$ cat config.mk
export PLATFORM = sky130hd
export DESIGN_NAME = cp0_reg_flat
export DESIGN_NICKNAME = d
export VERILOG_FILES = /design/src/rtl/cp0_reg_pkg.sv /design/src/rtl/cp0_reg_if.sv /design/src/rtl/cp0_reg.sv /design/src/flat_wrapper.sv
export SDC_FILE = /design/constraint.sdc
export NUM_CORES = 1
export LEC_CHECK = 0
export CORE_UTILIZATION = 43
export DETAILED_ROUTE_END_ITERATION = 7
export PLACE_DENSITY_LB_ADDON = 0.3
export SLEW_MARGIN = 20
export SYNTH_ARGS = -nofsm -noshare
export SYNTH_HDL_FRONTEND = slang
export SYNTH_SLANG_ARGS = --single-unit
$ cat constraint.sdc
create_clock -name clk -period 2.4 [get_ports clk]
set_input_delay 0.48 -clock clk [delete_from_list [all_inputs] [get_ports clk]]
set_output_delay 0.48 -clock clk [all_outputs]
set_load 0.1 [all_outputs]
$ cat src/rtl/cp0_reg_pkg.sv
// Shared CP0 definitions: register numbers, exception type codes used by the
// controller and mem stage, Cause.ExcCode values, and the common bus widths.
// decode_exc maps a mem-stage exception type onto its ExcCode.
package cp0_reg_pkg;

    typedef logic [31:0] RegBus;

    localparam logic  RstEnable   = 1'b1;
    localparam logic  WriteEnable = 1'b1;
    localparam RegBus ZeroWord    = '0;

    localparam logic [4:0] CP0_REG_COUNT   = 5'd9;
    localparam logic [4:0] CP0_REG_COMPARE = 5'd11;
    localparam logic [4:0] CP0_REG_STATUS  = 5'd12;
    localparam logic [4:0] CP0_REG_CAUSE   = 5'd13;
    localparam logic [4:0] CP0_REG_EPC     = 5'd14;
    localparam logic [4:0] CP0_REG_PRID    = 5'd15;
    localparam logic [4:0] CP0_REG_CONFIG  = 5'd16;

    localparam RegBus EXC_INTERRUPT    = 32'h0000_0001;
    localparam RegBus EXC_SYSCALL      = 32'h0000_0008;
    localparam RegBus EXC_INST_INVALID = 32'h0000_000a;
    localparam RegBus EXC_TRAP         = 32'h0000_000d;
    localparam RegBus EXC_OVERFLOW     = 32'h0000_000c;
    localparam RegBus EXC_ERET         = 32'h0000_000e;

    localparam logic [4:0] EXCCODE_INT = 5'd0;
    localparam logic [4:0] EXCCODE_SYS = 5'd8;
    localparam logic [4:0] EXCCODE_RI  = 5'd10;
    localparam logic [4:0] EXCCODE_OV  = 5'd12;
    localparam logic [4:0] EXCCODE_TR  = 5'd13;

    typedef struct packed {
        logic       hit;
        logic [4:0] exccode;
    } exc_decode_t;

    // eret is not listed here: it only clears EXL and is handled separately.
    function automatic exc_decode_t decode_exc(input RegBus excepttype);
        exc_decode_t d;
        d.hit     = 1'b1;
        d.exccode = EXCCODE_INT;
        case (excepttype)
            EXC_INTERRUPT:    d.exccode = EXCCODE_INT;
            EXC_SYSCALL:      d.exccode = EXCCODE_SYS;
            EXC_INST_INVALID: d.exccode = EXCCODE_RI;
            EXC_TRAP:         d.exccode = EXCCODE_TR;
            EXC_OVERFLOW:     d.exccode = EXCCODE_OV;
            default:          d.hit     = 1'b0;
        endcase
        return d;
    endfunction

endpackage

$ cat src/rtl/cp0_reg_if.sv
// mtc0/mfc0 access bus between the pipeline and the CP0 register file.
//   we_i/waddr_i/data_i : mtc0 write from writeback
//   raddr_i/data_o      : mfc0 combinational read
interface cp0_reg_if;
    logic        we_i;
    logic [4:0]  waddr_i;
    logic [4:0]  raddr_i;
    logic [31:0] data_i;
    logic [31:0] data_o;

    modport master (output we_i, output waddr_i, output raddr_i, output data_i, input data_o);
    modport slave  (input we_i, input waddr_i, input raddr_i, input data_i, output data_o);
endinterface

$ cat src/rtl/cp0_reg.sv
// Coprocessor-0 register file: Count, Compare, Status, Cause, EPC, PRId, Config.
// Ports:
//   clk, rst               clock, synchronous active-high reset
//   bus (slave)            mtc0 write / mfc0 read access
//   int_i                  external interrupt lines, sampled into Cause.IP[7:2]
//   excepttype_i           mem-stage exception type (0 = none)
//   current_inst_addr_i    PC of the excepting instruction
//   is_in_delayslot_i      excepting instruction sits in a delay slot
//   *_o                    register contents; timer_int_o = timer interrupt pending
module cp0_reg
    import cp0_reg_pkg::*;
#(
    parameter RegBus PRID_VAL   = 32'h004c0102,
    parameter RegBus CONFIG_VAL = 32'h00008000
) (
    input  logic       clk,
    input  logic       rst,
    cp0_reg_if.slave   bus,
    input  logic [5:0] int_i,
    input  RegBus      excepttype_i,
    input  RegBus      current_inst_addr_i,
    input  logic       is_in_delayslot_i,
    output RegBus      count_o,
    output RegBus      compare_o,
    output RegBus      status_o,
    output RegBus      cause_o,
    output RegBus      epc_o,
    output RegBus      config_o,
    output RegBus      prid_o,
    output logic       timer_int_o
);

    exc_decode_t exc;

    always_comb exc = decode_exc(excepttype_i);

    assign config_o = CONFIG_VAL;
    assign prid_o   = PRID_VAL;

    // Updates are ordered so later assignments win: increment, then mtc0,
    // then exception fields, which therefore override an mtc0 to the same bit.
    always_ff @(posedge clk) begin
        if (rst == RstEnable) begin
            count_o     <= ZeroWord;
            compare_o   <= ZeroWord;
            status_o    <= 32'h1000_0000;
            cause_o     <= ZeroWord;
            epc_o       <= ZeroWord;
            timer_int_o <= 1'b0;
        end else begin
            count_o        <= count_o + 32'd1;
            cause_o[15:10] <= int_i;

            if (compare_o != ZeroWord && count_o == compare_o)
                timer_int_o <= 1'b1;

            if (bus.we_i == WriteEnable) begin
                case (bus.waddr_i)
                    CP0_REG_COUNT:   count_o <= bus.data_i;
                    CP0_REG_COMPARE: begin
                        compare_o   <= bus.data_i;
                        timer_int_o <= 1'b0;
                    end
                    CP0_REG_STATUS:  status_o <= bus.data_i;
                    CP0_REG_EPC:     epc_o    <= bus.data_i;
                    CP0_REG_CAUSE: begin
                        cause_o[9:8]   <= bus.data_i[9:8];
                        cause_o[23:22] <= bus.data_i[23:22];
                    end
                    default: ;
                endcase
            end

            if (exc.hit) begin
                // A nested non-interrupt exception keeps the original EPC/BD.
                if (!status_o[1] || excepttype_i == EXC_INTERRUPT) begin
                    if (is_in_delayslot_i) begin
                        epc_o      <= current_inst_addr_i - 32'd4;
                        cause_o[31] <= 1'b1;
                    end else begin
                        epc_o      <= current_inst_addr_i;
                        cause_o[31] <= 1'b0;
                    end
                end
                status_o[1]  <= 1'b1;
                cause_o[6:2] <= exc.exccode;
            end else if (excepttype_i == EXC_ERET) begin
                status_o[1] <= 1'b0;
            end
        end
    end

    always_comb begin
        bus.data_o = ZeroWord;
        if (rst != RstEnable) begin
            case (bus.raddr_i)
                CP0_REG_COUNT:   bus.data_o = count_o;
                CP0_REG_COMPARE: bus.data_o = compare_o;
                CP0_REG_STATUS:  bus.data_o = status_o;
                CP0_REG_CAUSE:   bus.data_o = cause_o;
                CP0_REG_EPC:     bus.data_o = epc_o;
                CP0_REG_PRID:    bus.data_o = prid_o;
                CP0_REG_CONFIG:  bus.data_o = config_o;
                default:         bus.data_o = ZeroWord;
            endcase
        end
    end

endmodule

$ cat src/flat_wrapper.sv
// flat-port wrapper written by rule: the top's interface ports become plain ports
module cp0_reg_flat import cp0_reg_pkg::*;
#(
    parameter RegBus PRID_VAL   = 32'h004c0102,
    parameter RegBus CONFIG_VAL = 32'h00008000
)
  (clk, rst, int_i, excepttype_i, current_inst_addr_i, is_in_delayslot_i, count_o, compare_o, status_o, cause_o, epc_o, config_o, prid_o, timer_int_o, bus_we_i, bus_waddr_i, bus_raddr_i, bus_data_i, bus_data_o);
  cp0_reg_if bus_i ();
  input  logic clk;
  input  logic rst;
  input  logic [5:0] int_i;
  input  RegBus excepttype_i;
  input  RegBus current_inst_addr_i;
  input  logic is_in_delayslot_i;
  output RegBus count_o;
  output RegBus compare_o;
  output RegBus status_o;
  output RegBus cause_o;
  output RegBus epc_o;
  output RegBus config_o;
  output RegBus prid_o;
  output logic timer_int_o;
  input wire logic [$bits(bus_i.we_i)-1:0] bus_we_i;
  input wire logic [$bits(bus_i.waddr_i)-1:0] bus_waddr_i;
  input wire logic [$bits(bus_i.raddr_i)-1:0] bus_raddr_i;
  input wire logic [$bits(bus_i.data_i)-1:0] bus_data_i;
  output wire logic [$bits(bus_i.data_o)-1:0] bus_data_o;
  assign bus_i.we_i = bus_we_i;
  assign bus_i.waddr_i = bus_waddr_i;
  assign bus_i.raddr_i = bus_raddr_i;
  assign bus_i.data_i = bus_data_i;
  assign bus_data_o = bus_i.data_o;
  cp0_reg #(.PRID_VAL(PRID_VAL), .CONFIG_VAL(CONFIG_VAL)) u_core (.clk(clk), .rst(rst), .bus(bus_i), .int_i(int_i), .excepttype_i(excepttype_i), .current_inst_addr_i(current_inst_addr_i), .is_in_delayslot_i(is_in_delayslot_i), .count_o(count_o), .compare_o(compare_o), .status_o(status_o), .cause_o(cause_o), .epc_o(epc_o), .config_o(config_o), .prid_o(prid_o), .timer_int_o(timer_int_o));
endmodule
* Word level (Yosys, flattened, before mapping)
Index checks and enable logic that the tools add are counted.
** Storage, ports and cells
- Flip-flop bits (word level) :: 145
- Output and inout port bits :: 257
- Input port bits :: 116
- Word-level logic and storage cells :: 62
** Cells by class
- Equal/unequal tests :: 19
- Reductions and logical operators :: 12
- Add/sub/neg operators :: 2
- Multiplexer cells :: 19
** Operator list (number)
- $mux 32 :: 8
- $pmux 32 s7 :: 1
- $eq 32x4->1 const B :: 5
- $eq 5x4->1 const B :: 11
- $add 32x1->32 const B :: 1
- $eq 32x1->1 const B :: 1
- $eq 32x32->1 :: 1
- $reduce_bool 32->1 :: 1
- $sub 32x3->32 const B :: 1
- $pmux 4 s4 :: 1
- $reduce_and 2->1 :: 5
- $mux 1 :: 7
- $reduce_bool 3->1 :: 2
- $eq 5x5->1 const B :: 1
- $reduce_or 5->1 :: 1
- $mux 2 :: 2
- $logic_and 1x1->1 :: 1
- $logic_not 1->1 :: 1
- $logic_or 1x1->1 :: 1

* Logic depth before layout (Yosys ltp)
- Depth after elaboration :: 5
- Gate-level depth with buffers :: 8
- Mapped depth without buffers :: 7

* Least setup slack after synthesis
No wires, ideal clock.
- Path kind :: input port to output port
- Start :: input bus_raddr_i[0]
- End :: output bus_data_o[23]
- Arrival :: 3.247 ns
- Data required time :: 1.920 ns
- Buffers on the path :: 2
- Setup slack :: -1.327 ns
- Cell stages on the path :: 6
- Cell sequence :: clkbuf_1 -> nand2_1 -> nor3_1 -> clkbuf_1 -> a22oi_1 -> a31oi_1
** Between the ends
- Longest elaborated chain between the ends :: 3
- Elaborated cells between the ends (all ways) :: 9
- Those cells by class :: 7 x eq/ne; 2 x mux
** RTL lines
- from (decl) :: RTL line flat_wrapper.sv:25 : input wire logic [$bits(bus_i.raddr_i)-1:0] bus_raddr_i;
- $eq 5x5->1 / $eq 5x4->1 (equally long branches) :: RTL line cp0_reg.sv:96 : case (bus.raddr_i)
- $pmux 32 s7 (*) :: RTL line cp0_reg.sv:96
- $mux 32 (*) :: RTL line cp0_reg.sv:95 : if (rst != RstEnable) begin
- to (decl) :: RTL line flat_wrapper.sv:27 : output wire logic [$bits(bus_i.data_o)-1:0] bus_data_o;
Every way passes the cells marked *; elsewhere a longest branch is shown, timed or not.

* Worst setup path after layout
- Start :: input bus_raddr_i[2]
- End :: output bus_data_o[11]
Same word-level chain as after synthesis.

==> flow_summary.ini <==
[run_status]
run_status = finished with violations
violations = setup timing

[detailed_routing]
via_per_inst = 5.72
drtPass1Iterations = 5
drt-total-wl_mm = 36.3
vias = 9793
ant_nets = 0
avgRoutedWirePerCell_um = 21.2
dr.first_iter.drc_count = 1211
drc = 0

[floorplan]
start_util_pct = 44.0
dieArea_um2 = 20500
coreArea_um2 = 19500
die_y_um = 143
fp.dieW_um = 143
std_cell_rows = 51
io-pin-count = 373

[synthesis]
ys_warn_count = 0
synth-seq-area-share_pct = 33.6
synth_edf_count = 0
postSynthAreaPerCell_um2 = 7.93
ys_types = 57
synth_ff_type = dfxtp_1
synth_area_um2 = 8590
synth-seq-cells = 144
async_reset_ff_share_pct = 0
syn-instance-count = 1083

[cts]
cts_max_level = 4
clockRootBuffer = clkbuf_16
clkTransAtPathRegs_ps = 60
clockBufferDepth = 2
ctsHoldBuffers = 0
cts_tree = yes
numCtsBuffers = 17
clk_latency_ps = 430
cts_sinks = 144

[cells_and_area]
diodes = 0
post-route-util_pct = 69.2
fill_cells = 1598
area_growth_pct = 57.4
drive_above_1_share_pct = 28.8
final_cells = 1711
finalNetCount = 1551

[timing]
rsz0062_at_grt = yes
finalCritPeriodShare_pct = 105
tightest_slew_ps = 679
finalHoldViolCount = 0
setup-violations-final = 32
maxSlewHeadroom_pct = 54.7
maxSlewViolCount = 0
min_period_ps = 2530
timing.fmax_mhz = 396
skew_ps = 6.94
setup_ws_ps = -128
finalSetupTns_ps = -2520
whs_ps = 473

[min_path]
whs_path_depth = 2
min_path_type = reg2reg

[power]
vdd_drop_max_uv = 384
powerDensity_nw_per_um2 = 500
p_leak_nw = 5.04

[placement]
place_inst = 1666
numPortBuffers = 291
dp_hpwl_mm = 27.2
globalplace.congestion = 0.949

[global_route]
grt_pass1_vias = 8905
grt_use_total_pct = 34.2
grt_pass1_wl_mm = 52.0
antenna_found_initial = 0
grt-ovfl-total = 0
grt_max_degree = 145

[critical_path]
critPathArrivalTime_ps = 2050
crit_type = in2out
cp_max_fo = 8
r2r_cells = 6
required_ps = 1920
critPathCaptureType = output port
critPathLaunchType = input port

[flow_run]
drv_cap = 0
-- area by class of cell --
cell class,count,area [µm²],share of cell area (%)
clock inverter,13,163,1.20
timing repair buffer,410,4020,29.7
inverter,6,22.5,0.167
multi-input combinational,854,5620,41.6
sequential,144,2910,21.5
clock buffer,19,453,3.35
tap,265,332,2.45
-- report_power, final --
part / internal [mW] / switching (mW) / leakage (nW)
Sequential: 2.42 / 0.0444 / 1.17
Clock: 1.69 / 1.08 / 0.295
Combinational: 0.389 / 1.12 / 3.58
-- routing by layer --
layer / global-route usage [%] / share of wire, % / vias to the layer above
met2: 55.4 / 47 / 671
met1: 43.3 / 38 / 4593
li1: - / - / 4406
met4: 17.7 / 4.9 / 0
met3: 6.50 / 10 / 123
met5: 0 / 0 / -
-- metrics by stage --
| stage | setup WS, ps | power (mW) | cell area [µm²] |
|---|---|---|---|
| CTS | -211 | 6.71 | 13400 |
| floorplan | -217 | 3.62 | 9470 |
| global placement | -499 | 3.97 | 12600 |
| detailed placement | -522 | 3.98 | 12600 |
| global route | -154 | 6.91 | 13500 |
| finish | -128 | 6.75 | 13500 |
-- cell families after synthesis --
family	Yosys count	synth area share [%]
AO/OA/AOI/OAI	254	19.1
XOR/XNOR	89	9.08
adder cells (fa/ha/maj)	2	0.291
buffers and inverters	164	10.8
flip-flops	144	33.6
multiplexers	41	4.81
other	2	0.0875
AND/OR/NAND/NOR	387	22.3
-- cells in the mapped netlist, types with 5 or more instances --
library cell,instances,area [µm²]
a211oi_1,45,338
a21oi_1,104,521
a22oi_1,56,420
a31oi_1,14,87.6
and3_1,5,31.3
buf_4,81,608
clkbuf_1,71,267
dfxtp_1,144,2880
inv_1,6,22.5
mux2i_1,39,390
nand2_1,159,597
nand2b_1,6,37.5
nand3_1,25,125
nand3b_1,7,52.6
nand4_1,19,119
nand4b_1,6,52.6
nor2_1,71,267
nor2b_1,9,56.3
nor3_1,20,100
nor4_1,27,169
o21a_1,15,113
or3_1,5,31.3
xnor2_1,59,517
xor2_1,30,263
-- registers in the layout (all words and copies together), names as in the netlist --
signal / cells
u_core.cause_o: 15
u_core.compare_o: 32
u_core.count_o: 32
u_core.epc_o: 32
u_core.status_o: 32
u_core.timer_int_o: 1
-- final timing paths --
path | startpoint | endpoint | slack, ps
setup reg to reg | u_core.count_o[10]$_SDFF_PP0_ | u_core.count_o[31]$_SDFF_PP0_ | 280
hold reg to reg | u_core.status_o[7]$_SDFFE_PP0P_ | u_core.status_o[7]$_SDFFE_PP0P_ | 470
hold / removal | u_core.status_o[7]$_SDFFE_PP0P_ | u_core.status_o[7]$_SDFFE_PP0P_ | 470
setup / recovery | bus_raddr_i[2] | bus_data_o[11] | -130
-- worst max-delay path, cell delays in order --
cell     delay [ps]
buf_2           130
or4_4           520
a21o_4          330
buf_12          190
a31oi_4         180
buf_12          200
-- what timing repair did --
item,in CTS,in global routing
gates cloned,3,3
pin swaps,8,8
gates resized for setup,34,20
buffers inserted,2,5
endpoints found under the hold margin,0,0
endpoints found under the setup margin,32,32
-- cells in the final DEF, fill, tap and decap left out, types with 19 or more instances in the layout --
| cell | Yosys | routed |
|---|---|---|
| nand3_1 | 25 | 25 |
| xnor2_1 | 59 | 59 |
| buf_12 | 0 | 43 |
| buf_4 | 81 | 239 |
| mux2i_1 | 39 | 39 |
| nand4_1 | 19 | 19 |
| a21oi_1 | 104 | 86 |
| clkdlybuf4s50_1 | 0 | 109 |
| a22oi_1 | 56 | 50 |
| conb_1 | 2 | 81 |
| nor4_1 | 27 | 27 |
| clkbuf_16 | 0 | 19 |
| nor2_1 | 71 | 68 |
| nand2_1 | 159 | 156 |
| dfxtp_1 | 144 | 127 |
| a211oi_1 | 45 | 45 |
| xor2_1 | 30 | 30 |
(Power assumes the default switching activity.)
